`config.mk`:
```
export PLATFORM = sky130hd
export DESIGN_NAME = tod_transmitter
export DESIGN_NICKNAME = d
export VERILOG_FILES = /design/src/rtl/tod_pkg.sv /design/src/rtl/tod_pps_freewheel.sv /design/src/rtl/tod_transmitter.sv
export SDC_FILE = /design/constraint.sdc
export NUM_CORES = 1
export LEC_CHECK = 0
export CELL_PAD_IN_SITES_DETAIL_PLACEMENT = 1
export CELL_PAD_IN_SITES_GLOBAL_PLACEMENT = 2
export CORE_UTILIZATION = 38
export CTS_BUF_LIST = sky130_fd_sc_hd__clkbuf_8
export CTS_CLUSTER_SIZE = 10
export DETAILED_ROUTE_END_ITERATION = 8
export PLACE_DENSITY = 0.88
export SETUP_SLACK_MARGIN = 0.15
export SYNTH_ARGS = -nofsm -noshare
export SYNTH_HDL_FRONTEND = slang
export SYNTH_SLANG_ARGS = --single-unit
export TNS_END_PERCENT = 1
```
`constraint.sdc`:
```
create_clock -name clk -period 6.61 [get_ports clk]
set_input_delay 0.661 -clock clk [delete_from_list [all_inputs] [get_ports clk]]
set_output_delay 0.661 -clock clk [all_outputs]
set_load 0.005 [all_outputs]
```
`src/rtl/tod_pkg.sv`:
```
// Shared constants, state encoding and helpers for the time-of-day transmitter.
package tod_pkg;

  localparam int TIMESTAMP_WIDTH_DEFAULT = 64;
  localparam int SECONDS_WIDTH           = TIMESTAMP_WIDTH_DEFAULT / 2;

  localparam logic [7:0] EVCODE_SHIFT_ZERO_DEFAULT     = 8'h70;
  localparam logic [7:0] EVCODE_SHIFT_ONE_DEFAULT      = 8'h71;
  localparam logic [7:0] EVCODE_SECONDS_MARKER_DEFAULT = 8'h7D;

  typedef enum logic [2:0] {
    ST_IDLE     = 3'd0,
    ST_MARKER   = 3'd1,
    ST_DELAY    = 3'd2,
    ST_SHIFT    = 3'd3,
    ST_SPACE    = 3'd4,
    ST_WAIT_PPS = 3'd5
  } tod_state_e;

  function automatic int unsigned max2(input int unsigned a, input int unsigned b);
    return (a > b) ? a : b;
  endfunction

endpackage

```
`src/rtl/tod_pps_freewheel.sv`:
```
// PPS supervision: produces an internal one-cycle PPS strobe when the external
// PPS goes missing. Only instantiated when TOD_TX_PPS_FREEWHEEL_EN is defined.
module tod_pps_freewheel #(
  parameter int unsigned NOMINAL_CLK_RATE = 125000000
) (
  input  logic clk,
  input  logic rst,
  input  logic pps_ext,
  output logic pps_int,
  output logic freewheel_active
);

  localparam int unsigned FIRST_LIMIT = NOMINAL_CLK_RATE + NOMINAL_CLK_RATE / 100;
  localparam int          CNT_W       = $clog2(FIRST_LIMIT + 1);
  localparam logic [CNT_W-1:0] LIM_FIRST = CNT_W'(FIRST_LIMIT);
  localparam logic [CNT_W-1:0] LIM_NOM   = CNT_W'(NOMINAL_CLK_RATE);

  logic [CNT_W-1:0] cnt_q, cnt_d;
  logic             armed_q, armed_d;
  logic             active_q, active_d;
  logic [CNT_W-1:0] limit;

  // cnt_q holds the number of clocks elapsed since the last (external or
  // internal) PPS; supervision is armed only after the first external PPS.
  always_comb begin
    cnt_d    = cnt_q;
    armed_d  = armed_q;
    active_d = active_q;
    pps_int  = 1'b0;
    limit    = active_q ? LIM_NOM : LIM_FIRST;
    if (pps_ext) begin
      cnt_d    = CNT_W'(1);
      armed_d  = 1'b1;
      active_d = 1'b0;
    end else if (armed_q) begin
      if (cnt_q == limit) begin
        pps_int  = 1'b1;
        cnt_d    = CNT_W'(1);
        active_d = 1'b1;
      end else begin
        cnt_d = cnt_q + 1'b1;
      end
    end
  end

  always_ff @(posedge clk or negedge rst) begin
    if (!rst) begin
      cnt_q    <= '0;
      armed_q  <= 1'b0;
      active_q <= 1'b0;
    end else begin
      cnt_q    <= cnt_d;
      armed_q  <= armed_d;
      active_q <= active_d;
    end
  end

  assign freewheel_active = active_q;

endmodule

```
`src/rtl/tod_transmitter.sv`:
```
// Time-of-day event generator: seconds marker on PPS, then the next seconds
// value MSB-first as shift codes. Optional PPS freewheel: TOD_TX_PPS_FREEWHEEL_EN.
module tod_transmitter
  import tod_pkg::*;
#(
  parameter int unsigned NOMINAL_CLK_RATE      = 125000000,
  parameter int          TIMESTAMP_WIDTH       = TIMESTAMP_WIDTH_DEFAULT,
  parameter logic [7:0]  EVCODE_SHIFT_ZERO     = EVCODE_SHIFT_ZERO_DEFAULT,
  parameter logic [7:0]  EVCODE_SHIFT_ONE      = EVCODE_SHIFT_ONE_DEFAULT,
  parameter logic [7:0]  EVCODE_SECONDS_MARKER = EVCODE_SECONDS_MARKER_DEFAULT,
  parameter int unsigned SHIFT_DELAY_CLOCKS    = 1000,
  parameter int unsigned BIT_SPACING_CLOCKS    = 4,
  parameter int          STATUS_COUNTER_WIDTH  = 10,
  localparam int         SEC_W                 = TIMESTAMP_WIDTH / 2
) (
  input  logic                            clk,
  input  logic                            rst,
  input  logic                            ppsIn,
  input  logic [SEC_W-1:0]                secondsIn,
  input  logic                            secondsLoad,
  output logic [7:0]                      evCode,
  output logic                            evCodeValid,
  input  logic                            evCodeReady,
  output logic [SEC_W-1:0]                seconds,
  output logic                            secondsValid,
  output logic                            freewheelActive,
  output logic [STATUS_COUNTER_WIDTH-1:0] shiftAbortCounter,
  output logic [STATUS_COUNTER_WIDTH-1:0] ppsMissedCounter,
  output tod_state_e                      dbg_state
);

  localparam int          BIT_W   = (SEC_W > 1) ? $clog2(SEC_W) : 1;
  localparam int unsigned CNT_MAX = max2(SHIFT_DELAY_CLOCKS, BIT_SPACING_CLOCKS);
  localparam int          CNT_W   = (CNT_MAX > 1) ? $clog2(CNT_MAX + 1) : 1;
  localparam logic [CNT_W-1:0] DELAY_LOAD = CNT_W'(SHIFT_DELAY_CLOCKS - 1);
  localparam logic [CNT_W-1:0] SPACE_LOAD = CNT_W'(BIT_SPACING_CLOCKS - 1);
  localparam logic [BIT_W-1:0] MSB_IDX    = BIT_W'(SEC_W - 1);

  tod_state_e                      state_q, state_d;
  logic [SEC_W-1:0]                tx_seconds_q, tx_seconds_d;
  logic [SEC_W-1:0]                load_val_q, load_val_d;
  logic [SEC_W-1:0]                seconds_q, seconds_d;
  logic                            load_pending_q, load_pending_d;
  logic                            loaded_q, loaded_d;
  logic                            seconds_valid_q, seconds_valid_d;
  logic [BIT_W-1:0]                bit_idx_q, bit_idx_d;
  logic [CNT_W-1:0]                cnt_q, cnt_d;
  logic [STATUS_COUNTER_WIDTH-1:0] abort_cnt_q, abort_cnt_d;
  logic [STATUS_COUNTER_WIDTH-1:0] missed_cnt_q, missed_cnt_d;

  logic       pps;
  logic       ev_valid;
  logic [7:0] ev_code;
  logic       accept;

`ifdef TOD_TX_PPS_FREEWHEEL_EN
  logic pps_int;
  logic fw_active;

  tod_pps_freewheel #(
    .NOMINAL_CLK_RATE(NOMINAL_CLK_RATE)
  ) u_pps_freewheel (
    .clk             (clk),
    .rst             (rst),
    .pps_ext         (ppsIn),
    .pps_int         (pps_int),
    .freewheel_active(fw_active)
  );

  assign pps             = ppsIn | pps_int;
  assign freewheelActive = fw_active;
`else
  assign pps             = ppsIn;
  assign freewheelActive = 1'b0;
`endif

  // Handshake: evCode transfers on a cycle where evCodeValid && evCodeReady.
  // Valid/code come straight from the state register, so a presented code is
  // held until accepted; only a PPS (marker preemption) or reset withdraws it.
  always_comb begin
    state_d         = state_q;
    tx_seconds_d    = tx_seconds_q;
    load_val_d      = load_val_q;
    seconds_d       = seconds_q;
    load_pending_d  = load_pending_q;
    loaded_d        = loaded_q;
    seconds_valid_d = seconds_valid_q;
    bit_idx_d       = bit_idx_q;
    cnt_d           = cnt_q;
    abort_cnt_d     = abort_cnt_q;
    missed_cnt_d    = missed_cnt_q;
    ev_valid        = 1'b0;
    ev_code         = '0;

    case (state_q)
      ST_MARKER: begin
        ev_valid = 1'b1;
        ev_code  = EVCODE_SECONDS_MARKER;
      end
      ST_SHIFT: begin
        ev_valid = 1'b1;
        ev_code  = tx_seconds_q[bit_idx_q] ? EVCODE_SHIFT_ONE : EVCODE_SHIFT_ZERO;
      end
      default: ;
    endcase
    accept = ev_valid && evCodeReady;

    case (state_q)
      ST_MARKER: begin
        if (accept) begin
          seconds_d       = tx_seconds_q;
          seconds_valid_d = loaded_q;
          if (load_pending_q) begin
            tx_seconds_d   = load_val_q;
            loaded_d       = 1'b1;
            load_pending_d = 1'b0;
          end else begin
            tx_seconds_d = tx_seconds_q + 1'b1;
          end
          if (load_pending_q || loaded_q) begin
            if (SHIFT_DELAY_CLOCKS == 0) begin
              state_d   = ST_SHIFT;
              bit_idx_d = MSB_IDX;
            end else begin
              state_d = ST_DELAY;
              cnt_d   = DELAY_LOAD;
            end
          end else begin
            state_d = ST_WAIT_PPS;
          end
        end
      end
      ST_DELAY: begin
        if (cnt_q == '0) begin
          state_d   = ST_SHIFT;
          bit_idx_d = MSB_IDX;
        end else begin
          cnt_d = cnt_q - 1'b1;
        end
      end
      ST_SHIFT: begin
        if (accept) begin
          if (bit_idx_q == '0) begin
            state_d = ST_WAIT_PPS;
          end else begin
            bit_idx_d = bit_idx_q - 1'b1;
            if (BIT_SPACING_CLOCKS == 0) begin
              state_d = ST_SHIFT;
            end else begin
              state_d = ST_SPACE;
              cnt_d   = SPACE_LOAD;
            end
          end
        end
      end
      ST_SPACE: begin
        if (cnt_q == '0) begin
          state_d = ST_SHIFT;
        end else begin
          cnt_d = cnt_q - 1'b1;
        end
      end
      default: ;
    endcase

    // A load in the same cycle as marker acceptance wins over the clear above,
    // so that value is applied at the following marker.
    if (secondsLoad) begin
      load_val_d     = secondsIn;
      load_pending_d = 1'b1;
    end

    if (pps) begin
      state_d = ST_MARKER;
      if ((state_q == ST_DELAY || state_q == ST_SHIFT || state_q == ST_SPACE) &&
          (abort_cnt_q != '1)) begin
        abort_cnt_d = abort_cnt_q + 1'b1;
      end
      if (state_q == ST_MARKER && !accept && (missed_cnt_q != '1)) begin
        missed_cnt_d = missed_cnt_q + 1'b1;
      end
    end
  end

  always_ff @(posedge clk or negedge rst) begin
    if (!rst) begin
      state_q         <= ST_IDLE;
      tx_seconds_q    <= '0;
      load_val_q      <= '0;
      seconds_q       <= '0;
      load_pending_q  <= 1'b0;
      loaded_q        <= 1'b0;
      seconds_valid_q <= 1'b0;
      bit_idx_q       <= '0;
      cnt_q           <= '0;
      abort_cnt_q     <= '0;
      missed_cnt_q    <= '0;
    end else begin
      state_q         <= state_d;
      tx_seconds_q    <= tx_seconds_d;
      load_val_q      <= load_val_d;
      seconds_q       <= seconds_d;
      load_pending_q  <= load_pending_d;
      loaded_q        <= loaded_d;
      seconds_valid_q <= seconds_valid_d;
      bit_idx_q       <= bit_idx_d;
      cnt_q           <= cnt_d;
      abort_cnt_q     <= abort_cnt_d;
      missed_cnt_q    <= missed_cnt_d;
    end
  end

  assign evCode            = ev_code;
  assign evCodeValid       = ev_valid;
  assign seconds           = seconds_q;
  assign secondsValid      = seconds_valid_q;
  assign shiftAbortCounter = abort_cnt_q;
  assign ppsMissedCounter  = missed_cnt_q;
  assign dbg_state         = state_q;

endmodule
```
==> flow_metrics.py <==
metrics = {
    "run_status": {
        "outcome": "finished clean",
    },
    "die": {
        "num_rows": 48,
        "io_pins": 103,
        "die-area_sq_um": 18600,
        "floorplan.initialDensity": 0.393,
        "die_y_microns": 137,
        "placeableCoreArea_sq_um": 17500,
        "die-width_microns": 137,
    },
    "final_layout": {
        "postLayoutCoreUtil": 0.480,
        "layout-drive-gt1-share": 0.117,
        "layout_common_cells": "137 x sky130_fd_sc_hd__dfrtp_1, 131 x sky130_fd_sc_hd__nand2_1, 98 x sky130_fd_sc_hd__clkdlybuf4s50_1",
        "final_nets": 817,
        "fin_area_sq_um": 8390,
        "finish.cell_count_without_fillers": 1012,
        "number_of_antenna_diodes": 0,
        "area_delta_synth_final_pct": 21.9,
        "layout.cells.most_common": "sky130_fd_sc_hd__dfrtp_1",
    },
    "global_routing": {
        "grt_remaining_overflow": 0,
        "vias_in_the_first_global_route": 6071,
        "global_route.usage.total": 0.221,
        "grt_max_degree": 77,
        "wire_length_of_the_first_global_routing_pass_microns": 31700,
        "antenna_found_initial": 0,
    },
    "cts": {
        "worst_setup_hold_path_clk_slew_ns": 0.08,
        "cts_hold_repair.buffers": 0,
        "cts-buffers-inserted": 17,
        "cts-htree-levels": 4,
        "ctsRootBufferMaster": "sky130_fd_sc_hd__clkbuf_8",
        "post-cts-setup-buffers": 0,
        "numClockSinks": 137,
        "clk-insertion-delay-late_ns": 0.46,
        "ctsResizeCount": 0,
        "max-clock-path-buffers": 2,
        "cts_tree": "yes",
    },
    "synth": {
        "synth.lib_cells_used.distinct": 64,
        "sequential_element_share_of_the_synthesized_area": 0.499,
        "synth_area_sq_um": 6880,
        "yosys.area_share.xor_xnor": 0.0242,
        "yosys_most_used_dff": "sky130_fd_sc_hd__dfrtp_1",
        "fraction_of_the_mapped_netlist_area_in_compound_gates": 0.137,
        "register_bit_total_from_synthesis": 137,
        "synth-edff-count": 0,
        "synth-warning-count": 0,
        "post_synth_mux_area_share": 0.0886,
        "largest_family_of_logic_cells_by_synthesized_area": "simple AND/OR/NAND/NOR gates",
        "post_synth_main_area_contributors": "sky130_fd_sc_hd__dfrtp_1 50%, sky130_fd_sc_hd__nand2_1 7.2%, sky130_fd_sc_hd__mux2_2 5.7%",
        "synthesis.instances": 702,
        "ys_async_sr_fraction": 1.00,
        "postSynthAreaPerCell_sq_um": 9.80,
        "synth_fa_ha_area_frac": 0.00910,
        "post_synth_and_or_nand_nor_area_fraction": 0.199,
        "yosys.area.top_type": "sky130_fd_sc_hd__dfrtp_1",
        "yosysTopAreaCellShare": 0.499,
    },
    "sta": {
        "timing.fmax_ghz": 0.266,
        "finalSetupViolCount": 0,
        "final_critical_delay_including_setup_and_external_delays_ns": 3.76,
        "maxSlewHeadroom": 0.314,
        "report.final.hold_viol_count": 0,
        "tns_ns": 0,
        "worst_clock_skew_ns": 0.0140,
        "fin_crit_sh": 0.569,
        "worst_slew_pin_slew_ns": 1.03,
        "finalMaxSlewViolations": 0,
        "worst_hold_slack_ns": 0.183,
        "rsz0062_at_grt": "false",
        "postLayoutSetupSlackWorst_ns": 2.85,
    },
    "worst_setup_path": {
        "cp_data_arrival_time_ns": 3.10,
        "critPathLaunchType": "flop",
        "regToRegStartpoint": "load_pending_q",
        "worstSetupEndpointType": "output pin",
        "timing_worst_setup_path_type": "flop to output pin",
        "startpoint": "bit_idx_q[0]",
        "worst_ep_required_time_ns": 5.95,
        "critPathMaxFanout": 13,
    },
    "routing": {
        "routed-via-count": 5780,
        "drc": 0,
        "viasPerCell": 5.71,
        "avgRoutedWirePerCell_microns": 18.8,
        "detail-route-antenna-nets": 0,
        "postRouteWirelength_microns": 19000,
        "drt_iter0_drc": 323,
        "detailedRoute.firstPassIterationCount": 5,
    },
    "run": {
        "cap_viol_max_count": 0,
    },
    "min_path": {
        "timing.hold.worst.class": "primary input to async pin",
    },
    "placement": {
        "port_buffers": 99,
        "place.detailed.hpwl_microns": 12900,
        "cells_after_dpl": 981,
        "postPlaceCellArea_sq_um": 7950,
        "worst_setup_slack_before_clock_tree_synthesis_ns": 3.29,
        "place.gp.congestion": 0.820,
    },
    "power_and_ir_drop": {
        "power-per-cell-area_nw_per_um2": 397,
        "leakage_nw": 3.49,
        "power.total_mw": 3.32,
        "vdd_ir_drop_max_uv": 187,
    },
}
==> per-layer routing <==
metal / wire (microns) / track usage / vias up
li1: - / - / 2645
met1: 8500 / 0.293 / 2987
met2: 9600 / 0.360 / 125
met3: 641 / 0.0400 / 23
met4: 257 / 0.0802 / 0
met5: 0 / 0 / -
==> cells by family (layout without fill, tap and decap cells) <==
logic type	Yosys count	in the layout
AND/OR/NAND/NOR	280	280
other	1	3
buffers and inverters	66	149
adder cells (fa/ha/maj)	5	5
multiplexers	49	49
flip-flops	137	137
AO/OA/AOI/OAI	145	145
XOR/XNOR	19	19
==> report_power, final <==
group	internal (mW)	switching, mW
clock	0.428	0.336
combinational	0.582	0.486
sequential	1.11	0.384
==> flip-flops by register name, indices dropped and copies added (netlist names), 3 cells and up <==
name and flops:
dbg_state 3, bit_idx_q 5, load_val_q 32, cnt_q 10
seconds 32, tx_seconds_q 32, ppsMissedCounter 10, shiftAbortCounter 10
==> final timing paths <==
| kind | to | slack, ns | cells after the start |
|---|---|---|---|
| min reg2reg | seconds[23] | 0.48 | 2 |
| max in group asynchronous | load_val_q[29] | 5.04 | 2 |
| max | evCode[0] | 2.85 | 6 |
| min in group clk | seconds[23] | 0.48 | 2 |
| min | shiftAbortCounter[8] | 0.18 | 1 |
| max reg2reg | tx_seconds_q[24] | 3.97 | 5 |
==> worst max-delay path: stages (launching register included) <==
cell and delay, ns:
sky130_fd_sc_hd__dfrtp_1 0.78, sky130_fd_sc_hd__mux4_2 0.57, sky130_fd_sc_hd__nand2b_1 0.16, sky130_fd_sc_hd__a311o_1 0.34
sky130_fd_sc_hd__o221ai_1 0.18, sky130_fd_sc_hd__a21oi_1 0.11, sky130_fd_sc_hd__clkdlybuf4s50_1 0.48
==> synthesized netlist by cell type, types with 6 or more instances <==
cell type / instances
sky130_fd_sc_hd__dfrtp_1: 137
sky130_fd_sc_hd__nand2_1: 132
sky130_fd_sc_hd__o21ai_0: 37
sky130_fd_sc_hd__mux2_2: 35
sky130_fd_sc_hd__a21oi_1: 33
sky130_fd_sc_hd__clkbuf_1: 28
sky130_fd_sc_hd__nor2_1: 24
sky130_fd_sc_hd__nand3_1: 23
sky130_fd_sc_hd__nor3_1: 20
sky130_fd_sc_hd__buf_2: 14
sky130_fd_sc_hd__inv_1: 14
sky130_fd_sc_hd__nand4_1: 14
sky130_fd_sc_hd__xnor2_1: 14
sky130_fd_sc_hd__nor4_1: 11
sky130_fd_sc_hd__o22ai_1: 11
sky130_fd_sc_hd__a31oi_1: 10
sky130_fd_sc_hd__and3_1: 9
sky130_fd_sc_hd__o2bb2ai_1: 9
sky130_fd_sc_hd__a22oi_1: 8
sky130_fd_sc_hd__mux2i_1: 8
sky130_fd_sc_hd__nand2b_1: 8
sky130_fd_sc_hd__buf_4: 7
sky130_fd_sc_hd__nor2b_1: 7
sky130_fd_sc_hd__mux4_2: 6
sky130_fd_sc_hd__or3_1: 6
==> final cells by class <==
type	instances	area, sq um
flip-flops and latches	137	3430
fillers	1952	9090
clock inverters	12	173
clock buffers	19	262
well taps	225	282
multi-input cells	501	3160
inverters	14	52.6
repair buffers	104	1030
Power figures use the tool's default switching activity.
